File: config.mk
export PLATFORM = sky130hd
export DESIGN_NAME = lane_stage3_wb
export DESIGN_NICKNAME = d
export VERILOG_FILES = /design/src/rtl/lane_wb_pkg.sv /design/src/rtl/lane_wb_fifo.sv /design/src/rtl/lane_stage3_wb.sv
export SDC_FILE = /design/constraint.sdc
export NUM_CORES = 1
export LEC_CHECK = 0
export CELL_PAD_IN_SITES_DETAIL_PLACEMENT = 1
export CELL_PAD_IN_SITES_GLOBAL_PLACEMENT = 2
export CORE_MARGIN = 1
export CORE_UTILIZATION = 25
export CTS_CLUSTER_DIAMETER = 30
export DETAILED_ROUTE_END_ITERATION = 10
export PLACE_DENSITY_LB_ADDON = 0.1
export SETUP_SLACK_MARGIN = 0.3
export SLEW_MARGIN = 5
export SYNTH_ARGS = -nofsm -noshare
export SYNTH_HDL_FRONTEND = slang
export SYNTH_HIERARCHICAL = 1
export SYNTH_SLANG_ARGS = --single-unit
File: constraint.sdc
create_clock -name clock -period 3.45 [get_ports clock]
set_input_delay 0.69 -clock clock [delete_from_list [all_inputs] [get_ports clock]]
set_output_delay 0.69 -clock clock [all_outputs]
set_load 0.1 [all_outputs]
File: src/rtl/lane_wb_pkg.sv
// Shared types and helpers for the lane write-back stage.
// Entry widths here describe the default configuration; the top re-derives them from its parameters.
package lane_wb_pkg;

    localparam int unsigned WB_DATA_WIDTH   = 32;
    localparam int unsigned WB_VD_WIDTH     = 5;
    localparam int unsigned WB_OFFSET_WIDTH = 1;
    localparam int unsigned WB_INST_WIDTH   = 3;

    function automatic int unsigned mask_width(input int unsigned data_width);
        return data_width / 8;
    endfunction

    localparam int unsigned WB_MASK_W = mask_width(WB_DATA_WIDTH);

    typedef struct packed {
        logic [WB_VD_WIDTH-1:0]     vd;
        logic [WB_OFFSET_WIDTH-1:0] offset;
        logic [WB_MASK_W-1:0]       mask;
        logic [WB_DATA_WIDTH-1:0]   data;
        logic                       last;
        logic [WB_INST_WIDTH-1:0]   instruction_index;
    } wb_entry_t;

    typedef enum logic [0:0] {
        IDLE  = 1'b0,
        SPLIT = 1'b1
    } wb_state_e;

endpackage

File: src/rtl/lane_wb_fifo.sv
// Generic synchronous FIFO of write-back entries; a push is legal when full if a pop
// happens in the same cycle.
module lane_wb_fifo
    import lane_wb_pkg::*;
#(
    parameter type         entry_t = wb_entry_t,
    parameter int unsigned DEPTH   = 4
) (
    input  logic                       clock,
    input  logic                       reset,
    input  logic                       push_i,
    input  entry_t                     wdata_i,
    input  logic                       pop_i,
    output entry_t                     rdata_o,
    output logic                       full_o,
    output logic                       empty_o,
    output logic [$clog2(DEPTH+1)-1:0] count_o
);

    localparam int unsigned PTR_W = (DEPTH > 1) ? $clog2(DEPTH) : 1;
    localparam int unsigned CNT_W = $clog2(DEPTH + 1);

    entry_t             mem_q [DEPTH];
    logic [PTR_W-1:0]   wr_ptr_q, wr_ptr_d;
    logic [PTR_W-1:0]   rd_ptr_q, rd_ptr_d;
    logic [CNT_W-1:0]   count_q, count_d;

    always_comb begin
        wr_ptr_d = wr_ptr_q;
        rd_ptr_d = rd_ptr_q;
        if (push_i) begin
            wr_ptr_d = (wr_ptr_q == PTR_W'(DEPTH - 1)) ? '0 : wr_ptr_q + PTR_W'(1);
        end
        if (pop_i) begin
            rd_ptr_d = (rd_ptr_q == PTR_W'(DEPTH - 1)) ? '0 : rd_ptr_q + PTR_W'(1);
        end
        count_d = count_q + CNT_W'(push_i) - CNT_W'(pop_i);
    end

    always_ff @(posedge clock or negedge reset) begin
        if (!reset) begin
            wr_ptr_q <= '0;
            rd_ptr_q <= '0;
            count_q  <= '0;
        end else begin
            wr_ptr_q <= wr_ptr_d;
            rd_ptr_q <= rd_ptr_d;
            count_q  <= count_d;
        end
    end

    always_ff @(posedge clock) begin
        if (push_i) begin
            mem_q[wr_ptr_q] <= wdata_i;
        end
    end

    assign rdata_o = mem_q[rd_ptr_q];
    assign full_o  = (count_q == CNT_W'(DEPTH));
    assign empty_o = (count_q == '0);
    assign count_o = count_q;

endmodule

File: src/rtl/lane_stage3_wb.sv
// Lane write-back stage: computes VRF addresses, splits cross writes into two entries,
// buffers them and tracks outstanding writes per instruction tag.
module lane_stage3_wb
    import lane_wb_pkg::*;
#(
    parameter int unsigned DATA_WIDTH   = 32,
    parameter int unsigned QUEUE_DEPTH  = 4,
    parameter int unsigned GC_WIDTH     = 5,
    parameter int unsigned OFFSET_WIDTH = 1,
    parameter int unsigned VD_WIDTH     = 5,
    parameter int unsigned INST_WIDTH   = 3
) (
    input  logic                          clock,
    input  logic                          reset,
    output logic                          enq_ready,
    input  logic                          enq_valid,
    input  logic [GC_WIDTH-1:0]           enq_group_counter,
    input  logic [DATA_WIDTH-1:0]         enq_data,
    input  logic [DATA_WIDTH/8-1:0]       enq_mask,
    input  logic                          enq_cross_write,
    input  logic [2*DATA_WIDTH-1:0]       enq_cross_data,
    input  logic [2*(DATA_WIDTH/8)-1:0]   enq_cross_mask,
    input  logic                          enq_last,
    input  logic [VD_WIDTH-1:0]           enq_vd,
    input  logic [INST_WIDTH-1:0]         enq_instruction_index,
    input  logic                          vrf_ready,
    output logic                          vrf_valid,
    output logic [VD_WIDTH-1:0]           vrf_vd,
    output logic [OFFSET_WIDTH-1:0]       vrf_offset,
    output logic [DATA_WIDTH/8-1:0]       vrf_mask,
    output logic [DATA_WIDTH-1:0]         vrf_data,
    output logic                          vrf_last,
    output logic [INST_WIDTH-1:0]         vrf_instruction_index,
    output logic [(2**INST_WIDTH)-1:0]    inst_pending,
    output logic                          queue_empty
);

    localparam int unsigned MASK_W   = mask_width(DATA_WIDTH);
    localparam int unsigned NUM_TAGS = 2 ** INST_WIDTH;
    localparam int unsigned CW       = $clog2(QUEUE_DEPTH + 2);
    localparam int unsigned AW       = (VD_WIDTH > GC_WIDTH + 1) ? VD_WIDTH : GC_WIDTH + 1;

    typedef struct packed {
        logic [VD_WIDTH-1:0]     vd;
        logic [OFFSET_WIDTH-1:0] offset;
        logic [MASK_W-1:0]       mask;
        logic [DATA_WIDTH-1:0]   data;
        logic                    last;
        logic [INST_WIDTH-1:0]   instruction_index;
    } entry_t;

    function automatic entry_t make_entry(input logic [VD_WIDTH-1:0]     vd,
                                          input logic [GC_WIDTH:0]       egc,
                                          input logic [MASK_W-1:0]       mask,
                                          input logic [DATA_WIDTH-1:0]   data,
                                          input logic                    last,
                                          input logic [INST_WIDTH-1:0]   tag);
        logic [AW-1:0] sum;
        entry_t        e;
        sum = AW'(vd) + AW'(egc >> OFFSET_WIDTH);
        e.vd                = sum[VD_WIDTH-1:0];
        e.offset            = egc[OFFSET_WIDTH-1:0];
        e.mask              = mask;
        e.data              = data;
        e.last              = last;
        e.instruction_index = tag;
        return e;
    endfunction

    // A zero-mask entry is only worth a VRF write when it carries the last flag.
    function automatic logic keep_entry(input entry_t e);
        return (e.mask != '0) || e.last;
    endfunction

    wb_state_e          state_q, state_d;
    entry_t             hold_q, hold_d;
    logic               hold_keep_q, hold_keep_d;
    logic [CW-1:0]      cnt_q [NUM_TAGS];
    logic [CW-1:0]      cnt_d [NUM_TAGS];

    entry_t             entry_n, entry_c0, entry_c1, push_entry, head;
    logic               push, idle_push, latch_inc, can_push;
    logic               fifo_full, fifo_empty, fifo_pop;
    logic [$clog2(QUEUE_DEPTH+1)-1:0] fifo_count;

    always_comb begin
        entry_n  = make_entry(enq_vd, {1'b0, enq_group_counter}, enq_mask, enq_data,
                              enq_last, enq_instruction_index);
        entry_c0 = make_entry(enq_vd, {enq_group_counter, 1'b0}, enq_cross_mask[MASK_W-1:0],
                              enq_cross_data[DATA_WIDTH-1:0], 1'b0, enq_instruction_index);
        entry_c1 = make_entry(enq_vd, {enq_group_counter, 1'b1},
                              enq_cross_mask[2*MASK_W-1:MASK_W],
                              enq_cross_data[2*DATA_WIDTH-1:DATA_WIDTH], enq_last,
                              enq_instruction_index);
    end

    assign fifo_pop = ~fifo_empty & vrf_ready;
    // A pop in the same cycle frees the slot, so a full queue can still take a push.
    assign can_push = ~fifo_full | fifo_pop;

    always_comb begin
        state_d     = state_q;
        hold_d      = hold_q;
        hold_keep_d = hold_keep_q;
        push        = 1'b0;
        push_entry  = entry_n;
        enq_ready   = 1'b0;
        latch_inc   = 1'b0;
        unique case (state_q)
            IDLE: begin
                enq_ready = can_push;
                if (enq_valid && can_push) begin
                    if (enq_cross_write) begin
                        push_entry  = entry_c0;
                        push        = keep_entry(entry_c0);
                        hold_d      = entry_c1;
                        hold_keep_d = keep_entry(entry_c1);
                        latch_inc   = keep_entry(entry_c1);
                        state_d     = SPLIT;
                    end else begin
                        push = keep_entry(entry_n);
                    end
                end
            end
            SPLIT: begin
                push_entry = hold_q;
                if (!hold_keep_q) begin
                    state_d = IDLE;
                end else if (can_push) begin
                    push    = 1'b1;
                    state_d = IDLE;
                end
            end
            default: state_d = IDLE;
        endcase
    end

    // Held half 1 was already counted when latched; moving it into the FIFO is count-neutral.
    assign idle_push = push & (state_q == IDLE);

    always_comb begin
        inst_pending = '0;
        for (int t = 0; t < NUM_TAGS; t++) begin
            cnt_d[t] = cnt_q[t]
                     + CW'(idle_push && (enq_instruction_index == INST_WIDTH'(t)))
                     + CW'(latch_inc && (enq_instruction_index == INST_WIDTH'(t)))
                     - CW'(fifo_pop && (head.instruction_index == INST_WIDTH'(t)));
            inst_pending[t] = (cnt_q[t] != '0);
        end
    end

    always_ff @(posedge clock or negedge reset) begin
        if (!reset) begin
            state_q     <= IDLE;
            hold_q      <= '0;
            hold_keep_q <= 1'b0;
            for (int t = 0; t < NUM_TAGS; t++) begin
                cnt_q[t] <= '0;
            end
        end else begin
            state_q     <= state_d;
            hold_q      <= hold_d;
            hold_keep_q <= hold_keep_d;
            for (int t = 0; t < NUM_TAGS; t++) begin
                cnt_q[t] <= cnt_d[t];
            end
        end
    end

    lane_wb_fifo #(
        .entry_t (entry_t),
        .DEPTH   (QUEUE_DEPTH)
    ) u_fifo (
        .clock   (clock),
        .reset   (reset),
        .push_i  (push),
        .wdata_i (push_entry),
        .pop_i   (fifo_pop),
        .rdata_o (head),
        .full_o  (fifo_full),
        .empty_o (fifo_empty),
        .count_o (fifo_count)
    );

    assign vrf_valid             = ~fifo_empty;
    assign vrf_vd                = head.vd;
    assign vrf_offset            = head.offset;
    assign vrf_mask              = head.mask;
    assign vrf_data              = head.data;
    assign vrf_last              = head.last;
    assign vrf_instruction_index = head.instruction_index;
    assign queue_empty           = (fifo_count == '0);

endmodule

==> impl_metrics.csv, run 1 <==
group,metric,value,unit
setup_path,path_delay_family,"adder cells",
yosys,syn_inst,760,
drt,drc,0,
hold_path,hp-class,"input pin to asynchronous set/reset pin",
floorplanning,die_h,216,um
yosys,ys_ff_latch,263,
setup_path,cp.required,3.94,ns
cells_and_area,syn2layout_area_growth,48.3,%
yosys,synth_enable_flop_cells,184,
yosys,synthesis.area,11400,sq um
clock_network,post-cts-setup-buffers,0,
setup_path,startpoint_type,"input pin",
cells_and_area,fillers,4566,
yosys,syn-num-nets,929,
sta,fin_worst_skew,0.0181,ns
cells_and_area,regArea,7510,sq um
cells_and_area,drive_gt1_frac,0.270,
clock_network,htree_levels,3,
clock_network,clock_latency,0.57,ns
grt,grt_pass1_vias,8527,
clock_network,numCtsBuffers,79,
yosys,yosysSeqAreaShare,0.656,
yosys,synthFlopType,"edfxtp_1",
drt,routed_wl,32100,um
yosys,synth.most_common_cell,"edfxtp_1",
setup_path,worstRegToRegCells,13,
cells_and_area,multi_input_area,3500,sq um
placement,gp_congestion,0.687,
sta,rsz0062_at_grt,"true",
sta,fin_crit,3.13,ns
setup_path,critPathMaxFanout,4,
cells_and_area,fin_util,0.379,
clock_network,cts_max_path_buffers,3,
setup_path,path_depth,11,
grt,grt.overflow.total,0,
yosys,synth_area_leaders,"edfxtp_1 48%, dfrtp_1 17%, mux4_2 9.1%",
placement,dp.cells,1547,
drt,dr.pass1.iters,7,
floorplanning,die_w,216,um
setup_path,max_stage_delay,0.55,ns
grt,grt_pass1_wl,49800,um
drt,vias,7359,
power_and_ir_drop,design_power_total,0.0191,W
power_and_ir_drop,power_density,1130,nW/um^2
setup_path,crit_chain,"clkdlybuf4s50_1 -> or4_4 -> o311ai_4 -> nor3b_4 -> nand2_1 -> ha_1 -> inv_1 -> fa_1 -> fa_1 -> xnor2_2 -> xnor2_1",
sta,holdWs,0.156,ns
cells_and_area,fin_cells,1694,
drt,post_drt_wl_per_cell,19.0,um
clock_network,cts.sinks,263,
grt,grt_use_total,0.142,
drt,dr.first_iter.drc_count,427,
setup_path,crit_buf_inv,2,
run,maxCapViolCount,0,
sta,slew_viol_final,0,
setup_path,critPathSlowestCell,"or4_4",
yosys,synth.distinct_cells,40,
placement,pre_cts_ws,-0.490,ns
yosys,synth_commonest_cells,"184 x edfxtp_1, 142 x nand2_1, 79 x dfrtp_1",
drt,viasPerCell,4.34,
yosys,avgSynthCellArea,15.0,sq um
sta,fin_crit_sh,0.908,
setup_path,cpMostUsedCell,"fa_1",
floorplanning,coreArea,44700,sq um
sta,fmax,319,MHz
yosys,synth_top_area_cell,"edfxtp_1",
clock_network,cts_tree,"built",
floorplanning,ios,184,
yosys,post-synth-top-area-fraction,0.483,
sta,setup_violations,0,
grt,grt_max_degree,53,
setup_path,crit_path_end_kind,"flip-flop",
cells_and_area,nNetsFinal,1205,
setup_path,arrival,3.62,ns
status,outcome,"finished clean",
grt,antenna_found_initial,1,
floorplanning,row_count,77,
floorplanning,dieArea,46600,sq um
clock_network,clkTransAtPathRegs,0.05,ns
sta,setup_ws,0.317,ns
cells_and_area,diodes,0,
yosys,yosys_warnings,6,
placement,place.port_buffers,183,
sta,slew_headroom,0.339,
power_and_ir_drop,max-vdd-ir-drop,418,uV
power_and_ir_drop,cellLeakagePower,6.86,nW
drt,final_antenna_net_count,0,
placement,hpwlAfterDp,20900,um
floorplanning,start_util,0.256,
clock_network,cts_root_buffer,"clkbuf_16",
yosys,postSynth.asyncResetShare,0.300,
sta,final_hold_viol_count,0,
sta,worstMarginPinSlew,0.988,ns
setup_path,criticalPathCategory,"input pin to flip-flop",
==> state kept, by name, summed over array words and instances (netlist names) <==
name             flops
cnt_q               24
hold_keep_q          1
hold_q              46
state_q              1
u_fifo/count_o       3
u_fifo/mem_q       184
u_fifo/rd_ptr_q      2
u_fifo/wr_ptr_q      2
==> metal layers <==
| metal | up-vias | global-route usage | part of all wire |
|---|---|---|---|
| met2 | 190 | 0.233 | 0.48 |
| met4 | 2 | 0.0504 | 0.020 |
| met3 | 61 | 0.0412 | 0.052 |
| met5 | - | 0 | 0.00053 |
| met1 | 3740 | 0.176 | 0.44 |
| li1 | 3366 | - | - |
==> power by group <==
part | switching, W | internal (W) | total (W)
Clock | 0.00205 | 0.00511 | 0.00716
Sequential | 0.000377 | 0.00443 | 0.00480
Combinational | 0.00507 | 0.00207 | 0.00714
Total | 0.00750 | 0.0116 | 0.0191
==> cell usage in the layout (no fill, tap or decap), types with 7 or more instances in the layout <==
cell / Yosys / layout
nand2_1: 142 / 142
clkdlybuf4s50_1: 0 / 131
mux4_2: 46 / 46
nor2_1: 16 / 16
clkbuf_8: 0 / 7
clkbuf_1: 13 / 15
clkbuf_16: 0 / 80
xor2_1: 9 / 9
clkinv_2: 0 / 17
dfrtp_1: 79 / 75
edfxtp_1: 184 / 184
bufinv_16: 0 / 10
or3_1: 8 / 8
a222oi_1: 37 / 37
fa_1: 19 / 17
a21oi_1: 7 / 7
buf_4: 2 / 87
buf_12: 0 / 12
ha_1: 23 / 23
xnor2_1: 16 / 13
inv_1: 78 / 78
clkinv_1: 0 / 8
==> kinds of logic after synthesis <==
kind of cell | synth area share
flip-flops | 0.656
AND/OR/NAND/NOR | 0.0768
buffers and inverters | 0.0448
AO/OA/AOI/OAI | 0.0490
multiplexers | 0.0955
adder cells (fa/ha/maj) | 0.0584
XOR/XNOR | 0.0192
==> layout make-up <==
class	count	area share
Timing Repair Buffer	231	0.131
Clock buffer	102	0.127
Tap cell	592	0.0437
Multi-Input combinational cell	383	0.207
Sequential cell	263	0.443
Inverter	78	0.0173
Clock inverter	45	0.0315
==> through the flow <==
step                      cell area, sq um  TNS [ns]
after floorplan                      11400         0
after global placement               14200     -2.85
after detailed placement             14200     -3.64
after CTS                            16900         0
after global routing                 17000         0
final                                17000         0
==> what timing repair did <==
action / CTS / global route
pin swaps: 0 / 3
hold buffers: 0 / 0
gates resized for setup: 6 / 9
endpoints found under the setup margin: 40 / 17
==> worst paths after layout <==
path	startpoint	endpoint	slack (ns)
setup / recovery	enq_mask[3]	cnt_q[8]	0.32
min in group clock	cnt_q[5]	cnt_q[5]	0.46
setup reg to reg	u_fifo/count_o[1]	cnt_q[14]	0.52
max in group asynchronous	reset	hold_q[43]	2.49
hold reg to reg	cnt_q[5]	cnt_q[5]	0.46
hold / removal	reset	hold_q[38]	0.16
Note: power is estimated with default switching activity, not from simulation.
==> inputs of run 2 (changes only) <==
--- a/config.mk
+++ b/config.mk
@@ -7,6 +7,7 @@
 export LEC_CHECK = 0
 export CELL_PAD_IN_SITES_DETAIL_PLACEMENT = 1
 export CELL_PAD_IN_SITES_GLOBAL_PLACEMENT = 2
+export CORE_ASPECT_RATIO = 1.5
 export CORE_MARGIN = 1
 export CORE_UTILIZATION = 25
 export CTS_CLUSTER_DIAMETER = 30
==> run 2 against run 1 <==
Effect of this change:
- hold slack gained 0.0023 ns
- non-clock buffer count grew 9
- total power shrank 9.4%
- first-iteration DRC count shrank 13%
- combinational power is essentially flat
- critical endpoint is now inst_pending[2]
- largest power group is now combinational logic
==> impl_metrics.csv, run 2 (synthesis results as in run 1) <==
group,metric,value,unit
clock_network,cts.sinks,263,
cells_and_area,syn2layout_area_growth,41.7,%
cells_and_area,fin_cells,1656,
clock_network,numCtsBuffers,58,
power_and_ir_drop,max-vdd-ir-drop,482,uV
grt,grt.overflow.total,0,
run,maxCapViolCount,0,
sta,fmax,330,MHz
setup_path,cp.required,2.76,ns
power_and_ir_drop,power_density,1070,nW/um^2
cells_and_area,drive_gt1_frac,0.266,
setup_path,critPathMaxFanout,2,
grt,grt_pass1_wl,50500,um
setup_path,crit_buf_inv,1,
sta,fin_worst_skew,0.0190,ns
floorplanning,dieArea,46600,sq um
clock_network,cts_root_buffer,"clkbuf_16",
cells_and_area,mostFrequentLayoutCells,"184 x edfxtp_1, 142 x nand2_1, 127 x clkdlybuf4s50_1",
grt,grtUsageMet3,0.0298,
drt,drc,0,
sta,worstMarginPinSlew,0.999,ns
sta,rsz0062_at_grt,"false",
clock_network,htree_levels,2,
sta,slew_viol_final,0,
drt,dr.first_iter.drc_count,373,
grt,busiest_layer,"met2",
hold_path,hp-class,"input pin to asynchronous set/reset pin",
floorplanning,row_count,95,
setup_path,r2r_slack,0.55,ns
grt,grt_max_degree,53,
clock_network,clock_latency,0.58,ns
floorplanning,start_util,0.254,
sta,final_hold_viol_count,0,
cells_and_area,top_register,"u_fifo/mem_q",
power_and_ir_drop,cellLeakagePower,6.50,nW
cells_and_area,top_regs,"u_fifo/mem_q (184), hold_q (46), cnt_q (24)",
power_and_ir_drop,p_comb_frac,0.413,
placement,dp.cells,1543,
setup_path,crit_path_end_kind,"output pin",
power_and_ir_drop,switchingPower,0.00734,W
setup_path,crit_chain,"or3_1 -> clkdlybuf4s50_1",
setup_path,critPathSlowestCell,"clkdlybuf4s50_1",
status,outcome,"finished clean",
setup_path,path_depth,2,
floorplanning,ios,184,
setup_path,startpoint_type,"flip-flop",
cells_and_area,fin_util,0.361,
clock_network,cts_max_path_buffers,3,
drt,vias,7347,
drt,routed_wl,33000,um
power_and_ir_drop,p_seq_frac,0.276,
drt,viasPerCell,4.44,
floorplanning,die_w,177,um
cells_and_area,diodes,0,
setup_path,arrival,2.34,ns
clock_network,clkTransAtPathRegs,0.05,ns
power_and_ir_drop,p_clk_frac,0.311,
cells_and_area,nNetsFinal,1193,
setup_path,criticalPathCategory,"flip-flop to output pin",
clock_network,postCtsHoldBufs,0,
setup_path,path_delay_family,"buffers and inverters",
grt,grt_pass1_vias,8415,
setup_path,worstRegToRegCells,13,
placement,gp_congestion,0.722,
sta,setup_violations,0,
placement,hpwlAfterDp,21700,um
sta,fin_crit_sh,0.879,
setup_path,max_stage_delay,0.99,ns
placement,place.port_buffers,183,
drt,dr.pass1.iters,6,
grt,met2_usage,0.274,
power_and_ir_drop,p_int,0.00996,W
cells_and_area,largest_reg_flops,184,
grt,grt_use_total,0.145,
cells_and_area,layout_commonest_cell,"edfxtp_1",
clock_network,cts_tree,"built",
grt,met1_usage,0.158,
floorplanning,die_h,264,um
floorplanning,coreArea,44900,sq um
grt,antenna_found_initial,1,
sta,slew_headroom,0.332,
drt,post_drt_wl_per_cell,20.0,um
power_and_ir_drop,sw_frac_of_total,0.424,
sta,fin_crit,3.03,ns
drt,final_antenna_net_count,0,
[run 2: changes by cell type in the layout (fill, tap and decap cells not counted), moves of 4 or more]
cell and change:
clkbuf_8 -5, clkbuf_16 -21, bufinv_16 -6, clkinv_2 -10, clkbuf_1 -11, clkdlybuf4s50_1 -4
inv_6 +7, buf_4 +15, clkinv_4 +9, clkinvlp_4 +5
[run 2: power groups by stage]
stage          Sequential [W]  Clock (W)  Combinational [W]
3_3_place_gp          0.00482          0            0.00722
5_1_grt               0.00486    0.00567            0.00762
4_1_cts               0.00479    0.00554            0.00729
6_report              0.00477    0.00539            0.00715
2_1_floorplan         0.00472          0            0.00541
3_5_place_dp          0.00483          0            0.00727
[run 2: final timing paths]
kind                              startpoint              end
setup / recovery                   cnt_q[17]  inst_pending[2]
hold / removal                         reset       hold_q[43]
setup reg to reg           u_fifo/count_o[1]        cnt_q[23]
hold reg to reg                   hold_q[40]       hold_q[40]
max in group asynchronous              reset         cnt_q[8]
min in group clock                hold_q[40]       hold_q[40]
[run 2: timing repair]
item	in CTS	in global routing
pin swaps	0	2
setup endpoints to repair	30	7
gates resized for setup	2	9
setup buffers	0	3
[run 2: layer usage]
layer	share of wire	up-vias
met4	0.024	2
met1	0.38	3780
met2	0.55	165
li1	-	3335
met5	0.00039	-
met3	0.047	65
[run 2: worst reg2reg max path, stage by stage (launching register included)]
cell     delay [ns]
dfrtp_1        0.39
inv_1          0.09
and3_1         0.21
inv_2          0.10
nor2_1         0.09
buf_4          0.16
nor3_2         0.23
nand2_1        0.10
ha_1           0.29
inv_1          0.05
fa_1           0.40
fa_1           0.39
xnor2_1        0.19
xnor2_1        0.14
[run 2: metrics by stage]
step                TNS, ns  cell area, sq um  total power (W)  setup slack, ns  hold slack, ns
global placement      -2.80             14200           0.0120           -0.424           0.451
detailed placement    -3.26             14200           0.0121           -0.484           0.454
finish                    0             16200           0.0173            0.418           0.158
global route              0             16200           0.0182            0.303           0.196
floorplan                 0             11400           0.0101            0.311           0.394
CTS                       0             16100           0.0176            0.336           0.168
[run 2: area by class of cell]
cell class              count  area (sq um)
fillers                  4698         28700
flip-flops and latches    263          7510
multi-input cells         383          3480
repair buffers            240          2240
clock buffers              65          1520
well taps                 582           728
clock inverters            45           428
inverters                  78           293
